`src/rtl/systolic_seq_pkg.sv`:
```
// Shared definitions for the systolic MAC array sequencer: default sizes,
// FSM encoding and lane/matrix index helpers.
package systolic_seq_pkg;

   localparam int N_DEF       = 2;
   localparam int DW_DEF      = 16;
   localparam int RW_DEF      = 32;
   localparam int CAP_LAT_DEF = 2;

   typedef enum logic [2:0] {
      S_IDLE  = 3'd0,
      S_CLEAR = 3'd1,
      S_FEED  = 3'd2,
      S_DRAIN = 3'd3,
      S_DONE  = 3'd4
   } state_t;

   // Low bit of lane `lane` in a bus packed from `w`-bit lanes.
   function automatic int lane_lo(input int lane, input int w);
      return lane * w;
   endfunction

   // Row-major flat index of element (row, col) in an n x n matrix.
   function automatic int mat_idx(input int row, input int col, input int n);
      return row * n + col;
   endfunction

endpackage

```
`src/rtl/systolic_skew_gen.sv`:
```
// Combinational skew mapping: feed step t plus the A/B files -> west/north lanes.
// West lane i carries A[i][t-i], north lane j carries B[t-j][j], zero outside the band.
module systolic_skew_gen
   import systolic_seq_pkg::*;
#(
   parameter int N  = N_DEF,
   parameter int DW = DW_DEF,
   parameter int TW = 4
) (
   input  logic [TW-1:0]     t,
   input  logic [N*N*DW-1:0] a_mat,
   input  logic [N*N*DW-1:0] b_mat,
   output logic [N*DW-1:0]   a_lanes,
   output logic [N*DW-1:0]   b_lanes
);

   always_comb begin
      int k;
      a_lanes = '0;
      b_lanes = '0;
      k       = 0;
      for (int i = 0; i < N; i++) begin
         k = int'(t) - i;
         if (k >= 0 && k < N) begin
            a_lanes[lane_lo(i, DW) +: DW] = a_mat[lane_lo(mat_idx(i, k, N), DW) +: DW];
            b_lanes[lane_lo(i, DW) +: DW] = b_mat[lane_lo(mat_idx(k, i, N), DW) +: DW];
         end
      end
   end

endmodule

```
`src/rtl/systolic_seq.sv`:
```
// Job sequencer for an N x N output-stationary MAC array: holds A/B, clears the
// array, drives skewed feeds and captures the south result bus into C.
module systolic_seq
   import systolic_seq_pkg::*;
#(
   parameter int N       = N_DEF,
   parameter int DW      = DW_DEF,
   parameter int RW      = RW_DEF,
   parameter int CAP_LAT = CAP_LAT_DEF,
   localparam int AW     = (N * N > 1) ? $clog2(N * N) : 1
) (
   input  logic            clk,
   input  logic            rst,
   input  logic            wr_en,
   input  logic            wr_sel,
   input  logic [AW-1:0]   wr_addr,
   input  logic [DW-1:0]   wr_data,
   input  logic            start,
   output logic            busy,
   output logic            done,
   input  logic [AW-1:0]   rd_addr,
   output logic [RW-1:0]   rd_data,
   output logic            array_clr,
   output logic            feed_valid,
   output logic [N*DW-1:0] a_feed,
   output logic [N*DW-1:0] b_feed,
   input  logic [N*RW-1:0] res_in,
   output state_t          dbg_state
);

   localparam int FEED_LAST = 2 * N - 2;
   localparam int T_LAST    = CAP_LAT + 2 * N - 2;
   localparam int TW        = $clog2(T_LAST + 2);
   localparam logic [TW-1:0] FEED_LAST_T = TW'(FEED_LAST);
   localparam logic [TW-1:0] T_LAST_T    = TW'(T_LAST);
   localparam logic          SKIP_DRAIN  = (T_LAST <= FEED_LAST);

   state_t              state, next_state;
   logic [TW-1:0]       t, t_next;
   logic [N*N*DW-1:0]   a_mat, b_mat;
   logic [RW-1:0]       c_mem [N*N];
   logic [N*DW-1:0]     skew_a, skew_b;
   logic [N-1:0]        cap_hit;
   logic [AW-1:0]       cap_idx [N];

   // Handshake: start is a one-cycle request honoured only in IDLE; the job is
   // acknowledged by busy from the next cycle and closed by a single done pulse.
   assign dbg_state  = state;
   assign busy       = (state == S_CLEAR) || (state == S_FEED) || (state == S_DRAIN);
   assign done       = (state == S_DONE);
   assign feed_valid = (state == S_FEED);
   assign array_clr  = rst || (state == S_CLEAR);
   assign rd_data    = c_mem[rd_addr];

   always_ff @(posedge clk) begin
      if (rst) begin
         state <= S_IDLE;
         t     <= '0;
      end else begin
         state <= next_state;
         t     <= t_next;
      end
   end

   always_comb begin
      next_state = state;
      t_next     = t;
      case (state)
         S_IDLE:  if (start) next_state = S_CLEAR;
         S_CLEAR: begin
            next_state = S_FEED;
            t_next     = '0;
         end
         S_FEED: begin
            t_next = t + 1'b1;
            if (t == FEED_LAST_T) next_state = SKIP_DRAIN ? S_DONE : S_DRAIN;
         end
         S_DRAIN: begin
            t_next = t + 1'b1;
            if (t == T_LAST_T) next_state = S_DONE;
         end
         S_DONE:  next_state = S_IDLE;
         default: next_state = S_IDLE;
      endcase
   end

   // Operand files are writable only while idle so a running job sees stable data.
   always_ff @(posedge clk) begin
      if (rst) begin
         a_mat <= '0;
         b_mat <= '0;
      end else if (state == S_IDLE && wr_en) begin
         if (!wr_sel) a_mat[lane_lo(int'(wr_addr), DW) +: DW] <= wr_data;
         else         b_mat[lane_lo(int'(wr_addr), DW) +: DW] <= wr_data;
      end
   end

   systolic_skew_gen #(
      .N  (N),
      .DW (DW),
      .TW (TW)
   ) u_skew (
      .t       (t_next),
      .a_mat   (a_mat),
      .b_mat   (b_mat),
      .a_lanes (skew_a),
      .b_lanes (skew_b)
   );

   // Feeds are computed one cycle ahead from t_next so step t lands in cycle t.
   always_ff @(posedge clk) begin
      if (rst) begin
         a_feed <= '0;
         b_feed <= '0;
      end else if (next_state == S_FEED) begin
         a_feed <= skew_a;
         b_feed <= skew_b;
      end else begin
         a_feed <= '0;
         b_feed <= '0;
      end
   end

   always_comb begin
      int k;
      cap_hit = '0;
      k       = 0;
      for (int j = 0; j < N; j++) begin
         cap_idx[j] = '0;
         k = int'(t) - CAP_LAT - j;
         if (k >= 0 && k < N) begin
            cap_hit[j] = 1'b1;
            cap_idx[j] = AW'(mat_idx(k, j, N));
         end
      end
   end

   always_ff @(posedge clk) begin
      if (rst || state == S_CLEAR) begin
         for (int e = 0; e < N * N; e++) c_mem[e] <= '0;
      end else if (state == S_FEED || state == S_DRAIN) begin
         for (int j = 0; j < N; j++) begin
            if (cap_hit[j]) c_mem[cap_idx[j]] <= res_in[lane_lo(j, RW) +: RW];
         end
      end
   end

endmodule

```
`config.mk`:
```
export PLATFORM = sky130hd
export DESIGN_NAME = systolic_seq
export DESIGN_NICKNAME = d
export VERILOG_FILES = /design/src/rtl/systolic_seq_pkg.sv /design/src/rtl/systolic_skew_gen.sv /design/src/rtl/systolic_seq.sv
export SDC_FILE = /design/constraint.sdc
export NUM_CORES = 1
export LEC_CHECK = 0
export BUFFER_PORTS_ARGS = -buffer_cell sky130_fd_sc_hd__buf_2
export CORE_MARGIN = 5
export CORE_UTILIZATION = 58
export CTS_CLUSTER_SIZE = 20
export DETAILED_ROUTE_END_ITERATION = 8
export GPL_TIMING_DRIVEN = 0
export PLACE_DENSITY = 0.88
export SLEW_MARGIN = 20
export SYNTH_ARGS = -nofsm -noshare
export SYNTH_HDL_FRONTEND = slang
export SYNTH_SLANG_ARGS = --single-unit
export TNS_END_PERCENT = 5
```
`constraint.sdc`:
```
create_clock -name clk -period 3.65 [get_ports clk]
set_input_delay 0.1825 -clock clk [delete_from_list [all_inputs] [get_ports clk]]
set_output_delay 0.1825 -clock clk [all_outputs]
set_load 0.01 [all_outputs]
```
* Word level (Yosys, flattened, before mapping) *
Memories as Yosys holds them, arrays and structs flattened.
Cells that the tools add are included.

word-level totals
  register bits = 198
  RAM bits = 128
  input bits = 89
  output and inout port bits = 103
  memories kept = 1

memory list
  name   words  width  rd ports  clocked after Yosys merged registers in  write ports  RTL line            RTL
  c_mem  4      32     1         0                                        4            systolic_seq.sv:41  logic [RW-1:0] c_mem [N*N];

operators by class
  $add $sub $neg = 8
  $lt $le $gt $ge = 8
  eq/ne operators = 7
  shifts and indexed selects = 6
  muxes and demuxes = 27
  bitwise gates (word level) = 4
  reductions and logical operators = 17

operators with widths
  operator                                                            count
  bitwise mux 64 bit                                                  2
  indexed part select 64 x 32 -> 16 bit                               2
  two-way mux 32 bit                                                  2
  OR reduction 32 bit                                                 2
  variable shift 16 x 33 -> 64 bit (first input constant)             1
  indexed part select 16 x 33 -> 64 bit                               1
  indexed part select 64 x 8 -> 16 bit                                1
  indexed part select 64 x 9 -> 16 bit                                1
  negator 6 -> 33 bit                                                 1
  two-way mux 1 bit                                                   14
  equality test 3 x 2 -> 1 bit (second input constant)                4
  case mux 3 bit (4 select lines)                                     1
  two-way mux 3 bit                                                   3
  greater-or-equal comparator 4 x 1 -> 1 bit (second input constant)  2
  < comparator 4 x 3 -> 1 bit (second input constant)                 2
  two-way mux 2 bit                                                   4
  adder 5 x 2 -> 6 bit (second input constant)                        1
  equality test 3 bit (second input constant)                         2
  case mux 3 bit (2 select lines)                                     1
  OR reduction 3 bit                                                  2
  adder 3 x 4 -> 5 bit (first input constant)                         1
  greater-or-equal comparator 5 x 1 -> 1 bit (second input constant)  1
  logical AND 1 bit                                                   5
  < comparator 5 x 3 -> 1 bit (second input constant)                 1
  13 further kinds                                                    20

* Depth between registers and ports, before layout *
  depth after elaboration = 11
  depth in mapped cells = 12
  gate-level depth less buffers = 10

* Cells and area by module *
From an unflattened synthesis, not the netlist that was laid out.

second synthesis, totals
  cell total of the unflattened synthesis = 1385
  area total of the unflattened synthesis = 14317.5 um^2

modules (own cells, without submodules)
  module             times used  cells an instance  area an instance (um^2)
  systolic_seq       1           1226               12934.9
  systolic_skew_gen  1           159                1382.6

* Worst setup path before layout *
Ideal clock, no wire load.

  path type = reg-to-reg
  start point = reg t[0]
  end point = mem c_mem[3][0] (netlist bit) (enable)
  arrival = 2800 ps
  slack = 456 ps
  cell stages (with the launch flop) = 10
  buffers on the path = 2
  period minus slack after synthesis = 3194 ps
  cells stage by stage = dfxtp_1 > buf_2 > inv_1 > ha_1 > fa_1 > nor4b_1 > ha_1 > and3_1 > buf_2 > nand2b_1

RTL lines
  what                      RTL line            RTL
  start: declaration        systolic_seq.sv:39  logic [TW-1:0] t, t_next;
  start signal: assignment  systolic_seq.sv:61  t <= t_next;
  end: declaration          systolic_seq.sv:41

* Final worst setup path *
  start point = reg t[1]
  end point = reg a_feed[27]

between the ends
  longest elaborated chain between the ends = 7
  elaborated cells between the ends (all ways) = 17
  classes of those cells = add/sub (3); order compare (2); eq/ne (3); shift (1); mux (4); bitwise (2); reduce/logical (2)

RTL lines
  what                                                                          RTL line             RTL
  parallel branches: the longest is 7 deep, another holds adder 3 x 4 -> 5 bit  -
  end signal: assignment                                                        systolic_seq.sv:116  a_feed <= skew_a;
  end: declaration                                                              systolic_seq.sv:25   output logic [N*DW-1:0] a_feed,

Parallel ways; which one is timed is not known.
A chain may end at the register's enable or synchronous reset.

==> results.ini <==
[sta]
finalCritPeriodShare_pct = 92.62
tightest_slew_ps = 701.4
hold_slack_ps = 26.43
fin_crit_ps = 3381
slew_violations = 0
setup_violations = 0
rsz0062_at_grt = false
skew_ps = 26.05
final-hold-violation-count = 0
slew_headroom_pct = 53.24
fmax_ghz = 0.2958

[worst_setup_path]
r2r-start = t[1]
worstPathMaxFanout = 10
r2r_slack_ps = 270
path_class = reg -> reg
critPathMaxStageDelay_ps = 560
worst_r2r_path_depth = 11
startpoint = t[1]
path_cells = inv_1, ha_1, nand3b_1, a21oi_2, a211oi_4, or2_2, ha_1, nor3_1, nand3_4, buf_4, nor4_2
required_ps = 4060
worstPathBufferInverterCount = 2
startpoint_type = flop
cp_common_cell = ha_1
slowest_stage = a211oi_4
crit_end = a_feed[27]
path_depth = 11
cp_data_arrival_time_ps = 3790
r2r-end = a_feed[27]
end_kind = flop
path_delay_family = simple AND/OR/NAND/NOR gates

[yosys]
synth_edf_count = 128
ys_warn_count = 0
synthXorXnorAreaFrac_pct = 0.06236
synthCells = 1288
async_reset_ff_share_pct = 0
synthAdderAreaFrac_pct = 1.390
muxShareOfSynthArea_pct = 9.621
synth_top_family_by_area = simple AND/OR/NAND/NOR gates
synth_simple_gate_area_share_pct = 21.13
ys.flop_type = dfxtp_1
synth_compound_area_share_pct = 6.913
avgSynthCellArea_um2 = 10.90
ys_seq_area_share_pct = 55.59
ys_seq_elements = 326
netlist-cell-type-count = 53
syn_area_um2 = 14040
syn_nets = 1392

[final_layout]
final_common_cell = buf_2
n_fill_cell = 1626
layout_common_cells = buf_2, dfxtp_1, nand2_1
n_antenna_cell = 0
fin_area_um2 = 17230
drive_gt1_share_pct = 24.53
syn_to_final_growth_pct = 22.67
layout.nets = 1667

[outcome]
status = complete, no violations

[floorplanning]
die_y_um = 165.6
io_pins = 192
initial_core_util_pct = 58.26
core_um2 = 24110
die_w_um = 165.6
dieArea_um2 = 27430
rows = 57

[routing]
firstDrtPassIters = 6
drc = 0
drtIter0Drc = 1063
num_vias = 11320
via_per_inst = 5.913
routedWlPerCell_um = 20.76
drt-total-wl_um = 39730
drtAntennaViolNets = 0

[power]
ir_drop_mv = 0.3688
powerDensity_nw_per_um2 = 482.8
leakagePower_nw = 6.666

[clock_network]
cts_tree = built
cts_htree_levels = 2
root_buffer = clkbuf_16
clkTransAtPathRegs_ps = 60
clk-insertion-delay-late_ps = 520
numCtsBuffers = 35
cts_setup_buffers = 0
clock_sinks = 326
cts_buffer_depth = 3

[min_path]
min_path_cells = 2
min_path_type = in -> reg

[global_route]
antenna_found_initial = 0
grt_pass1_wl_um = 62670
grt_max_degree = 28
grt_usage_pct = 28.28
gr-total-overflow = 0
grt_pass1_vias = 11490

[place]
dpl.hpwl_um = 25760
place.port_buffers = 173
place.gp.congestion = 0.9217
place_area_um2 = 15420

[job]
max_cap_violations = 0

[through the flow]
stage / TNS [ps] / util, % / setup WS [ps] / instances / total power [W]
finish: 0 / 71.47 / 269.4 / 1914 / 0.008318
global route: 0 / 71.47 / 45.21 / 1914 / 0.008544
CTS: 0 / 71.47 / 317.8 / 1914 / 0.008323
detailed placement: 0 / 63.97 / 332.6 / 1789 / 0.004695
global placement: -12160 / 63.54 / -219.9 / 1785 / 0.004651
floorplan: 0 / - / 456.1 / 1288 / 0.004429
[area by class of cell]
cell class | count | area (um^2) | share of cell area, %
flip-flops and latches | 326 | 7807 | 45.32
multi-input cells | 829 | 5504 | 31.95
repair buffers | 238 | 1572 | 9.121
clock buffers | 50 | 1033 | 5.999
plain buffers | 121 | 693.2 | 4.023
well taps | 324 | 405.4 | 2.353
clock inverters | 14 | 163.9 | 0.9513
inverters | 12 | 50.05 | 0.2905
[state kept, by name (all words and copies together) (netlist names)]
register / count
a_feed: 32
a_mat: 64
b_feed: 32
b_mat: 64
c_mem: 128
dbg_state: 3
t: 3
[Yosys cell counts (2+ instances only)]
| cell type | number | area share [%] |
|---|---|---|
| nand3b_1 | 5 | 0.27 |
| buf_1 | 3 | 0.080 |
| and3_1 | 8 | 0.36 |
| edfxtp_1 | 128 | 27 |
| nor3b_1 | 4 | 0.21 |
| nor2b_1 | 3 | 0.13 |
| nor3_2 | 3 | 0.21 |
| nor3_1 | 32 | 1.1 |
| nor4_2 | 30 | 2.7 |
| ha_1 | 14 | 1.2 |
| nor3b_2 | 2 | 0.18 |
| nand2_1 | 197 | 5.3 |
| mux4_2 | 32 | 5.1 |
| inv_1 | 10 | 0.27 |
| a211oi_1 | 2 | 0.11 |
| a21oi_2 | 2 | 0.12 |
| dfxtp_1 | 198 | 28 |
| o21ai_0 | 27 | 0.96 |
| mux2i_1 | 63 | 4.5 |
| buf_4 | 10 | 0.53 |
| buf_2 | 34 | 1.2 |
| nor2_1 | 4 | 0.11 |
| nand2b_1 | 5 | 0.22 |
| clkbuf_1 | 47 | 1.3 |
| a21oi_1 | 131 | 4.7 |
| and3b_1 | 4 | 0.25 |
| clkbuf_2 | 7 | 0.25 |
| nor4_1 | 3 | 0.13 |
| o21ai_1 | 6 | 0.21 |
| a221oi_1 | 3 | 0.19 |
| nand3_4 | 2 | 0.25 |
| and2_1 | 98 | 4.4 |
| nand3_1 | 132 | 4.7 |
| buf_6 | 20 | 1.6 |
[cell families after synthesis]
group,Yosys count
XOR/XNOR,1
adder cells (fa/ha/maj),15
AND/OR/NAND/NOR,540
AO/OA/AOI/OAI,178
flip-flops,326
buffers and inverters,133
multiplexers,95
[how the worst min path moves through the flow]
stage,startpoint,to
final,res_in[18],c_mem[2][18]
after global routing,wr_data[0],b_mat[16]
after CTS,wr_data[0],b_mat[0]
after detailed placement,a_mat[6],a_mat[6]
after global placement,a_mat[31],a_mat[31]
after floorplan,res_in[32],c_mem[3][0]
[per-layer routing]
metal  GRT usage, %  routed length (um)
met5              0                   0
met2          49.56               20140
met4          11.15                1548
met1          34.73               14410
met3          5.267                3631
[power breakdown]
part,switching (W),total [W],internal (W),leakage (nW)
Sequential,0.0000388,0.00392,0.00388,2.94
Combinational,0.000470,0.000784,0.000315,3.14
Clock,0.00142,0.00362,0.00219,0.581
[what timing repair did]
action                    CTS  global route
hold buffers               61             0
hold endpoints to repair  109             0
resized for setup           0             0
Note: power is estimated with default switching activity, not from simulation.
